### config.mk
export PLATFORM = sky130hd
export DESIGN_NAME = measure_scheduler
export DESIGN_NICKNAME = d
export VERILOG_FILES = /design/src/rtl/meas_pkg.sv /design/src/rtl/seq_div.sv /design/src/rtl/measure_scheduler.sv
export SDC_FILE = /design/constraint.sdc
export NUM_CORES = 1
export LEC_CHECK = 0
export ABC_CLOCK_PERIOD_IN_PS = 5000
export CAP_MARGIN = 40
export CORE_MARGIN = 2
export CORE_UTILIZATION = 45
export DETAILED_ROUTE_END_ITERATION = 8
export MAX_ROUTING_LAYER = met4
export PLACE_DENSITY_LB_ADDON = 0.2
export SYNTH_ARGS = -nofsm -noshare
export SYNTH_HDL_FRONTEND = slang
export SYNTH_SLANG_ARGS = --single-unit
### constraint.sdc
create_clock -name MAX10_CLK1_50 -period 5 [get_ports MAX10_CLK1_50]
set_input_delay 1.5 -clock MAX10_CLK1_50 [delete_from_list [all_inputs] [get_ports MAX10_CLK1_50]]
set_output_delay 1.5 -clock MAX10_CLK1_50 [all_outputs]
set_load 0.01 [all_outputs]
### src/rtl/meas_pkg.sv
// Shared types and constants for the frequency/duty measurement scheduler.
package meas_pkg;
    typedef enum logic [2:0] {IDLE, LOAD, DIV_FREQ, DIV_DUTY, PUBLISH} state_e;

    localparam int DUTY_SCALE = 100;
    localparam int DUTY_MAX   = 100;
endpackage

### src/rtl/seq_div.sv
// Restoring unsigned divider: one quotient bit per cycle, done pulses N cycles after start.
// A start with a zero divisor is ignored, so the divider never runs a divide-by-zero.
module seq_div #(
    parameter int N = 34
) (
    input  logic         clk_i,
    input  logic         rst_ni,
    input  logic         start_i,
    input  logic [N-1:0] dividend_i,
    input  logic [N-1:0] divisor_i,
    output logic         done_o,
    output logic [N-1:0] quotient_o
);
    localparam int CW = $clog2(N + 1);

    logic [N-1:0]  rem_q, quo_q, dvs_q;
    logic [CW-1:0] cnt_q;
    logic          done_q;
    logic [N:0]    rem_sh;
    logic [N+1:0]  diff;
    logic          neg;

    // Remainder stays below the divisor, so the shifted trial fits in N+1 bits.
    assign rem_sh = {rem_q, quo_q[N-1]};
    assign diff   = {1'b0, rem_sh} - {2'b00, dvs_q};
    assign neg    = diff[N+1];

    always_ff @(posedge clk_i or negedge rst_ni) begin
        if (!rst_ni) begin
            rem_q  <= '0;
            quo_q  <= '0;
            dvs_q  <= '0;
            cnt_q  <= '0;
            done_q <= 1'b0;
        end else begin
            done_q <= 1'b0;
            if (start_i && divisor_i != '0) begin
                rem_q <= '0;
                quo_q <= dividend_i;
                dvs_q <= divisor_i;
                cnt_q <= CW'(N);
            end else if (cnt_q != '0) begin
                rem_q  <= neg ? rem_sh[N-1:0] : diff[N-1:0];
                quo_q  <= {quo_q[N-2:0], ~neg};
                cnt_q  <= cnt_q - 1'b1;
                done_q <= (cnt_q == CW'(1));
            end
        end
    end

    assign done_o     = done_q;
    assign quotient_o = quo_q;
endmodule

### src/rtl/measure_scheduler.sv
// Turns period/pulse edge counts into published frequency (Hz) and duty (%) via one shared divider.
// Define MEAS_SCHED_AVG_EN to average four accepted samples before each computation.
module measure_scheduler
    import meas_pkg::*;
#(
    parameter int CLK_HZ      = 50000000,
    parameter int W           = 27,
    parameter int TIMEOUT_CYC = 50000000
) (
    input  logic         MAX10_CLK1_50,
    input  logic         KEY0,
    input  logic         period_valid,
    input  logic [W-1:0] period_cnt,
    input  logic [W-1:0] pulse_cnt,
    output logic [W-1:0] freq_hz,
    output logic [6:0]   duty_pct,
    output logic         result_valid,
    output logic         no_signal,
    output logic         err_zero,
    output logic         busy
);
    localparam int N  = W + 7;
    localparam int TW = $clog2(TIMEOUT_CYC + 1);
    localparam logic [TW-1:0] TO_MAX = TW'(TIMEOUT_CYC);

    state_e        state_q, state_d;
    logic [W-1:0]  per_q, pls_q, pend_per_q, pend_pls_q, fq_q, freq_q;
    logic [6:0]    duty_q;
    logic          pend_q, rv_q, nosig_q, errz_q;
    logic [TW-1:0] to_cnt_q;

    logic          take, load_go, publish, timeout_evt;
    logic [W-1:0]  take_per, take_pls, ld_per, ld_pls;
    logic          div_start, div_done;
    logic [N-1:0]  div_dvd, div_quo;

    // Newest sample wins: a live period_valid beats a stale pending entry.
    assign take        = (state_q == IDLE) && (period_valid || pend_q);
    assign take_per    = period_valid ? period_cnt : pend_per_q;
    assign take_pls    = period_valid ? pulse_cnt  : pend_pls_q;
    assign timeout_evt = (state_q == IDLE) && (to_cnt_q == TO_MAX) && !nosig_q
                         && !period_valid && !pend_q;
    assign publish     = (state_q == DIV_DUTY && div_done) || (state_q == LOAD && per_q == '0);

`ifdef MEAS_SCHED_AVG_EN
    localparam int AW = W + 2;
    logic [AW-1:0] acc_per_q, acc_pls_q, sum_per, sum_pls;
    logic [1:0]    avg_cnt_q;

    assign sum_per = acc_per_q + AW'(take_per);
    assign sum_pls = acc_pls_q + AW'(take_pls);
    assign load_go = take && (avg_cnt_q == 2'd3);
    assign ld_per  = sum_per[AW-1:2];
    assign ld_pls  = sum_pls[AW-1:2];

    always_ff @(posedge MAX10_CLK1_50 or negedge KEY0) begin
        if (!KEY0) begin
            acc_per_q <= '0;
            acc_pls_q <= '0;
            avg_cnt_q <= '0;
        end else if (timeout_evt || load_go) begin
            acc_per_q <= '0;
            acc_pls_q <= '0;
            avg_cnt_q <= '0;
        end else if (take) begin
            acc_per_q <= sum_per;
            acc_pls_q <= sum_pls;
            avg_cnt_q <= avg_cnt_q + 2'd1;
        end
    end
`else
    assign load_go = take;
    assign ld_per  = take_per;
    assign ld_pls  = take_pls;
`endif

    always_comb begin
        state_d   = state_q;
        div_start = 1'b0;
        div_dvd   = N'(CLK_HZ);
        case (state_q)
            IDLE:     if (load_go) state_d = LOAD;
            LOAD: begin
                if (per_q == '0) begin
                    state_d = PUBLISH;
                end else begin
                    state_d   = DIV_FREQ;
                    div_start = 1'b1;
                end
            end
            DIV_FREQ: begin
                if (div_done) begin
                    state_d   = DIV_DUTY;
                    div_start = 1'b1;
                    div_dvd   = N'(pls_q) * N'(DUTY_SCALE);
                end
            end
            DIV_DUTY: if (div_done) state_d = PUBLISH;
            PUBLISH:  state_d = IDLE;
            default:  state_d = IDLE;
        endcase
    end

    always_ff @(posedge MAX10_CLK1_50 or negedge KEY0) begin
        if (!KEY0) begin
            state_q    <= IDLE;
            per_q      <= '0;
            pls_q      <= '0;
            pend_q     <= 1'b0;
            pend_per_q <= '0;
            pend_pls_q <= '0;
            to_cnt_q   <= '0;
            fq_q       <= '0;
            freq_q     <= '0;
            duty_q     <= '0;
            rv_q       <= 1'b0;
            nosig_q    <= 1'b0;
            errz_q     <= 1'b0;
        end else begin
            state_q  <= state_d;
            to_cnt_q <= period_valid ? '0 : (to_cnt_q == TO_MAX ? to_cnt_q : to_cnt_q + 1'b1);
            if (period_valid && state_q != IDLE) begin
                pend_q     <= 1'b1;
                pend_per_q <= period_cnt;
                pend_pls_q <= pulse_cnt;
            end else if (take) begin
                pend_q <= 1'b0;
            end
            if (load_go) begin
                per_q <= ld_per;
                pls_q <= ld_pls;
            end
            // A quotient wider than W bits cannot be represented; saturate instead of wrapping.
            if (state_q == DIV_FREQ && div_done)
                fq_q <= (|div_quo[N-1:W]) ? '1 : div_quo[W-1:0];
            rv_q <= publish || timeout_evt;
            if (publish) begin
                freq_q  <= (per_q == '0) ? '0 : fq_q;
                duty_q  <= (per_q == '0) ? '0 :
                           (pls_q > per_q) ? 7'(DUTY_MAX) : div_quo[6:0];
                errz_q  <= (per_q == '0);
                nosig_q <= 1'b0;
            end else if (timeout_evt) begin
                freq_q  <= '0;
                duty_q  <= '0;
                nosig_q <= 1'b1;
            end
        end
    end

    seq_div #(.N(N)) u_div (
        .clk_i      (MAX10_CLK1_50),
        .rst_ni     (KEY0),
        .start_i    (div_start),
        .dividend_i (div_dvd),
        .divisor_i  (N'(per_q)),
        .done_o     (div_done),
        .quotient_o (div_quo)
    );

    assign freq_hz      = freq_q;
    assign duty_pct     = duty_q;
    assign result_valid = rv_q;
    assign no_signal    = nosig_q;
    assign err_zero     = errz_q;
    assign busy         = (state_q != IDLE);
endmodule

=== After elaboration in Yosys (flattened, before gate mapping) ===
Index checks and enable logic that the tools add are counted.

* Bitwise gates (word level): 1
* Mux-type cells: 35
* Eq/ne operators: 9
* $lt $le $gt $ge: 1
* $add $sub $neg: 3
* Reductions and logical operators: 26
* Multiply operators: 1

{| class="wikitable"
|+ Operators with widths
! cell !! number
|-
| $mux 34 || 7
|-
| $mux 27 || 6
|-
| $mux 26 || 2
|-
| $sub 35x27->36 || 1
|-
| $reduce_bool 34->1 || 1
|-
| $mul 27x5->32 const B || 1
|-
| $mux 7 || 4
|-
| $gt 27x27->1 || 1
|-
| $logic_not 27->1 || 1
|-
| $add 26x1->26 const B || 1
|-
| $eq 26x26->1 const B || 1
|-
| $mux 3 || 4
|-
| $mux 6 || 2
|-
| $pmux 3 s4 || 1
|-
| $logic_and 1x1->1 || 10
|-
| $mux 1 || 8
|-
| $reduce_or 7->1 || 1
|-
| $eq 3x2->1 const B || 2
|-
| $eq 6x1->1 const B || 1
|-
| $reduce_bool 2->1 || 3
|-
| $reduce_bool 6->1 || 1
|-
| $sub 6x1->6 const B || 1
|-
| $ne 2x1->1 const B || 2
|-
| $ne 2x2->1 const B || 2
|-
| other kinds (8) || 12
|}

* Word-level logic and storage cells: 94
* Output and inout bits: 38
* Flip-flop bits (word level): 304
* Bits of input ports: 57

=== Longest topological paths before layout ===
* Depth after elaboration: 7
* Gate-level depth with buffers: 15

=== By module ===
A second synthesis with hierarchy kept.

* Cells, all modules: 1,994
* Area, all modules: 18,913.1 um^2

{| class="wikitable"
|+ Modules (own cells, without submodules)
! module !! times used !! cells each !! area each (um^2)
|-
| measure_scheduler || 1 || 1,202 || 12,147.9
|-
| seq_div || 1 || 792 || 6,765.2
|}

=== Least setup slack after synthesis ===
No wires, ideal clock.

* Kind: reg-to-reg
* Start: register pls_q[4]
* End: register u_div.quo_q[30] (netlist: u_div.quotient_o[30])
* Stages on the path, launching flop included: 15
* Buffers on the path: 0
* Setup slack: 1,428 ps
* Data arrival time: 3,431 ps
* Library setup time: 141 ps
* Cell sequence: dfrtp_1 > ha_1 > ha_1 > inv_1 > fa_1 > inv_1 > ha_1 > nand2_1 > o2111a_1 > o311a_1 > o31ai_2 > a21oi_1 > o21ai_0 > xnor2_1 > o22ai_1

* Cells in the longest elaborated chain, start to end: 4

{| class="wikitable"
|+ RTL lines
! element !! line !! RTL
|-
| from (decl) || measure_scheduler.sv:27 || <nowiki>logic [W-1:0] per_q, pls_q, pend_per_q, pend_pls_q, fq_q, freq_q;</nowiki>
|-
| from (signal assigned) || measure_scheduler.sv:131 || <nowiki>pls_q <= ld_pls;</nowiki>
|-
| $mul 27x5->32 || measure_scheduler.sv:95 || <nowiki>div_dvd = N'(pls_q) * N'(DUTY_SCALE);</nowiki>
|-
| $mux 34 || measure_scheduler.sv:92 || <nowiki>if (div_done) begin</nowiki>
|-
| $mux 34 || measure_scheduler.sv:81 || <nowiki>case (state_q)</nowiki>
|-
| $mux 34 || seq_div.sv:37 || <nowiki>if (start_i && divisor_i != '0) begin</nowiki>
|-
| to (signal assigned) || seq_div.sv:39 || <nowiki>quo_q <= dividend_i;</nowiki>
|-
| to (signal assigned) || seq_div.sv:44 || <nowiki>quo_q <= {quo_q[N-2:0], ~neg};</nowiki>
|-
| to (decl) || seq_div.sv:16 || <nowiki>logic [N-1:0] rem_q, quo_q, dvs_q;</nowiki>
|}

No other way between the ends.
A chain may end at the register's enable or synchronous reset.

=== Final worst setup path ===
* Start: register pls_q[4]
* End: register u_div.quo_q[27] (netlist: u_div.quotient_o[27])

Same word-level chain as after synthesis.

==> out/qor.yml <==
logic_synthesis:
  syn_nets: 2080
  synthesis.area_um2: 18000
  async_flop_share_pct: 100
  synth_compound_area_share_pct: 16.6
  yosys.area.top_type: "dfrtp_1"
  synth.most_common_cell: "dfrtp_1"
  synthXorXnorAreaFrac_pct: 3.75
  synthAdderAreaFrac_pct: 12.7
  synthCells: 1855
  ys_warn_count: 0
  synth_area_leaders: "dfrtp_1 42%, ha_1 10%, a21oi_1 4.5%"
  yosys.area_share.simple_pct: 11.4
  synth_top_area_share_pct: 42.3
  synth_mux_area_share_pct: 7.51
  synth-main-ff-cell: "dfrtp_1"
  synth_seq_area_share_pct: 42.3
  synth_top_family_by_area: "compound AO/OA/AOI/OAI gates"
  synth.avg_cell_area_um2: 9.69
  synthTopCellsByCount: "304 x dfrtp_1, 179 x inv_1, 164 x nor2_1"
  ys_ff_latch: 304
  yosysUniqueCellTypes: 79
  synth_edf_count: 0
worst_hold_path:
  hold_class: "reg2reg"
placement:
  hpwlAfterDp_mm: 29.9
  port_buffers: 94
  place.gp.congestion: 0.864
  place_area_um2: 19500
final_layout:
  drive_above_1_share_pct: 7.87
  area_growth_pct: 14.6
  finish.instance_area_um2: 20600
  nFillCells: 3622
  nets: 2146
  finish.utilization_pct: 52.1
  n_antenna_cell: 0
setup_path:
  slowest_delay_ns: 0.81
  end_kind: "flip-flop"
  critical_path_required_ns: 5.36
  reg2reg_to: "u_div.quotient_o[27]"
  startpoint_type: "flip-flop"
  regToRegSetupSlack_ns: 0.97
  arrival_ns: 4.39
  path_common_cell: "ha_1"
  endpoint: "u_div.quotient_o[27]"
  crit_fanout: 5
  path_cells: "ha_1 -> ha_1 -> inv_1 -> fa_1 -> inv_1 -> ha_1 -> a21oi_1 -> o211ai_1 -> a2111oi_0 -> o2111ai_1 -> nand2_1 -> xor2_1 -> o22ai_1"
  rr_startpoint: "pls_q[4]"
  worstSetupPathType: "reg2reg"
  ff2ff_path_depth: 13
  startpoint: "pls_q[4]"
  critPathSlowestCell: "a2111oi_0"
timing:
  relSlewSlack_pct: 39.3
  timing.final.crit_share_pct: 80.6
  rsz0062_at_grt: "no"
  finClkSkew_ns: 0.0143
  hold_viol_final: 0
  drv_slew: 0
  worst_slew_pin_slew_ns: 0.888
  fmax_ghz: 0.248
  setup_tns_ns: 0
  setup_viol: 0
  fin_crit_ns: 4.03
  whs_ns: 0.486
clocking:
  tritoncts: "done"
  path_clk_slew_ns: 0.06
  cts_root_buf: "clkbuf_16"
  clk_latency_ns: 0.53
  cts-resized-gates: 0
  ctsHoldBuffers: 0
  cts.sinks: 304
  htree_num_levels: 2
  clockBufferDepth: 3
  numCtsBuffers: 36
  postCtsSetupBuffers: 0
detailed_routing:
  viasPerCell: 5.44
  drc: 0
  dr.pass1.iters: 5
  routedWlPerCell_um: 17.0
  dr.first_iter.drc_count: 691
  ant_nets: 0
  vias: 13400
  drt_wl_total_mm: 42.0
floorplanning:
  fp.dieW_um: 204
  fp-row-count: 73
  die_h_um: 204
  io_pins: 95
  start_util_pct: 45.4
  die-area_um2: 41600
  fp.coreArea_um2: 39500
job:
  cap_violations: 0
global_route:
  grt_util_all_layers_pct: 21.6
  grt_pass1_vias: 13400
  overflow: 0
  antenna_found_initial: 0
  grt_max_degree: 97
  grt_pass1_wl_mm: 70.2
run_status:
  outcome: "finished, final reports clean"
[worst min-delay path by stage]
stage                     cells after the start              to  slack, ns           start
after floorplan                               2  u_div.dvs_q[0]       0.45  u_div.dvs_q[0]
after global placement                        2  u_div.dvs_q[0]       0.47  u_div.dvs_q[0]
after detailed placement                      2  u_div.dvs_q[0]       0.47  u_div.dvs_q[0]
after CTS                                     2  u_div.dvs_q[0]       0.49  u_div.dvs_q[0]
after global routing                          1     freq_hz[11]       0.51        fq_q[11]
final                                         2  u_div.dvs_q[0]       0.49  u_div.dvs_q[0]
[critical path: cells and delay by family (launching register included)]
family	cells	cell delay (ns)
flip-flops	1	0.43
AND/OR/NAND/NOR	1	0.15
buffers and inverters	2	0.09
adder cells (fa/ha/maj)	4	1.44
AO/OA/AOI/OAI	5	1.57
XOR/XNOR	1	0.18
[layer usage]
| layer | GRT usage (%) | routed length (um) |
|---|---|---|
| met5 | - | 0 |
| met4 | 6.78 | 1050 |
| met3 | 2.71 | 1840 |
| met2 | 31.6 | 18200 |
| met1 | 31.1 | 21000 |
[logic make-up after synthesis]
kind of cell | Yosys count
AO/OA/AOI/OAI | 469
XOR/XNOR | 77
adder cells (fa/ha/maj) | 168
buffers and inverters | 265
flip-flops | 304
multiplexers | 128
AND/OR/NAND/NOR | 444
[placed cells by master, fill, tap and decap left out, drive strengths merged, types with 6 or more instances in the layout]
master | Yosys | routed
a31oi | 12 | 12
nor3 | 21 | 21
mux2i | 74 | 74
o211ai | 13 | 13
nand4 | 20 | 20
a211oi | 17 | 17
a2111oi | 6 | 6
nand2 | 134 | 134
or3 | 10 | 10
nor4 | 12 | 12
nor2 | 165 | 165
mux2 | 54 | 54
a311oi | 6 | 6
nor2b | 9 | 9
a22o | 29 | 29
fa | 23 | 23
ha | 145 | 145
or2 | 6 | 6
clkinv | 0 | 7
o22ai | 14 | 14
nand3 | 21 | 21
a21o | 24 | 24
xnor2 | 43 | 43
and3 | 9 | 9
a21oi | 162 | 162
o21a | 9 | 9
clkbuf | 71 | 50
buf | 15 | 22
o21ai | 106 | 106
o22a | 27 | 27
clkdlybuf4s50 | 0 | 92
inv | 179 | 180
xor2 | 34 | 34
dfrtp | 304 | 304
nand2b | 11 | 11
[cell type report]
type                            instances  area [um2]  area share [%]
Inverter                              179         672            3.26
Multi-Input combinational cell       1286        9360            45.4
Sequential cell                       304        7610            36.9
Clock inverter                         11         111           0.541
Clock buffer                           50        1020            4.97
Tap cell                              525         657            3.19
Timing Repair Buffer                  114        1170            5.66
[state kept, by name, indices dropped and copies added (netlist names), 26 cells and up]
register          cells
u_div.quotient_o     34
u_div.rem_q          34
fq_q                 27
freq_hz              27
pend_per_q           27
pend_pls_q           27
per_q                27
pls_q                27
u_div.dvs_q          27
to_cnt_q             26
[stage by stage]
step,instances,setup slack [ns]
floorplan,1855,1.43
global placement,2403,1.11
detailed placement,2408,1.04
CTS,2469,1.01
global route,2469,0.739
finish,2469,0.968
Power is left out: the tool's default activity adds up to more than one toggle a clock period on the data nets, which glitch-free logic cannot reach.
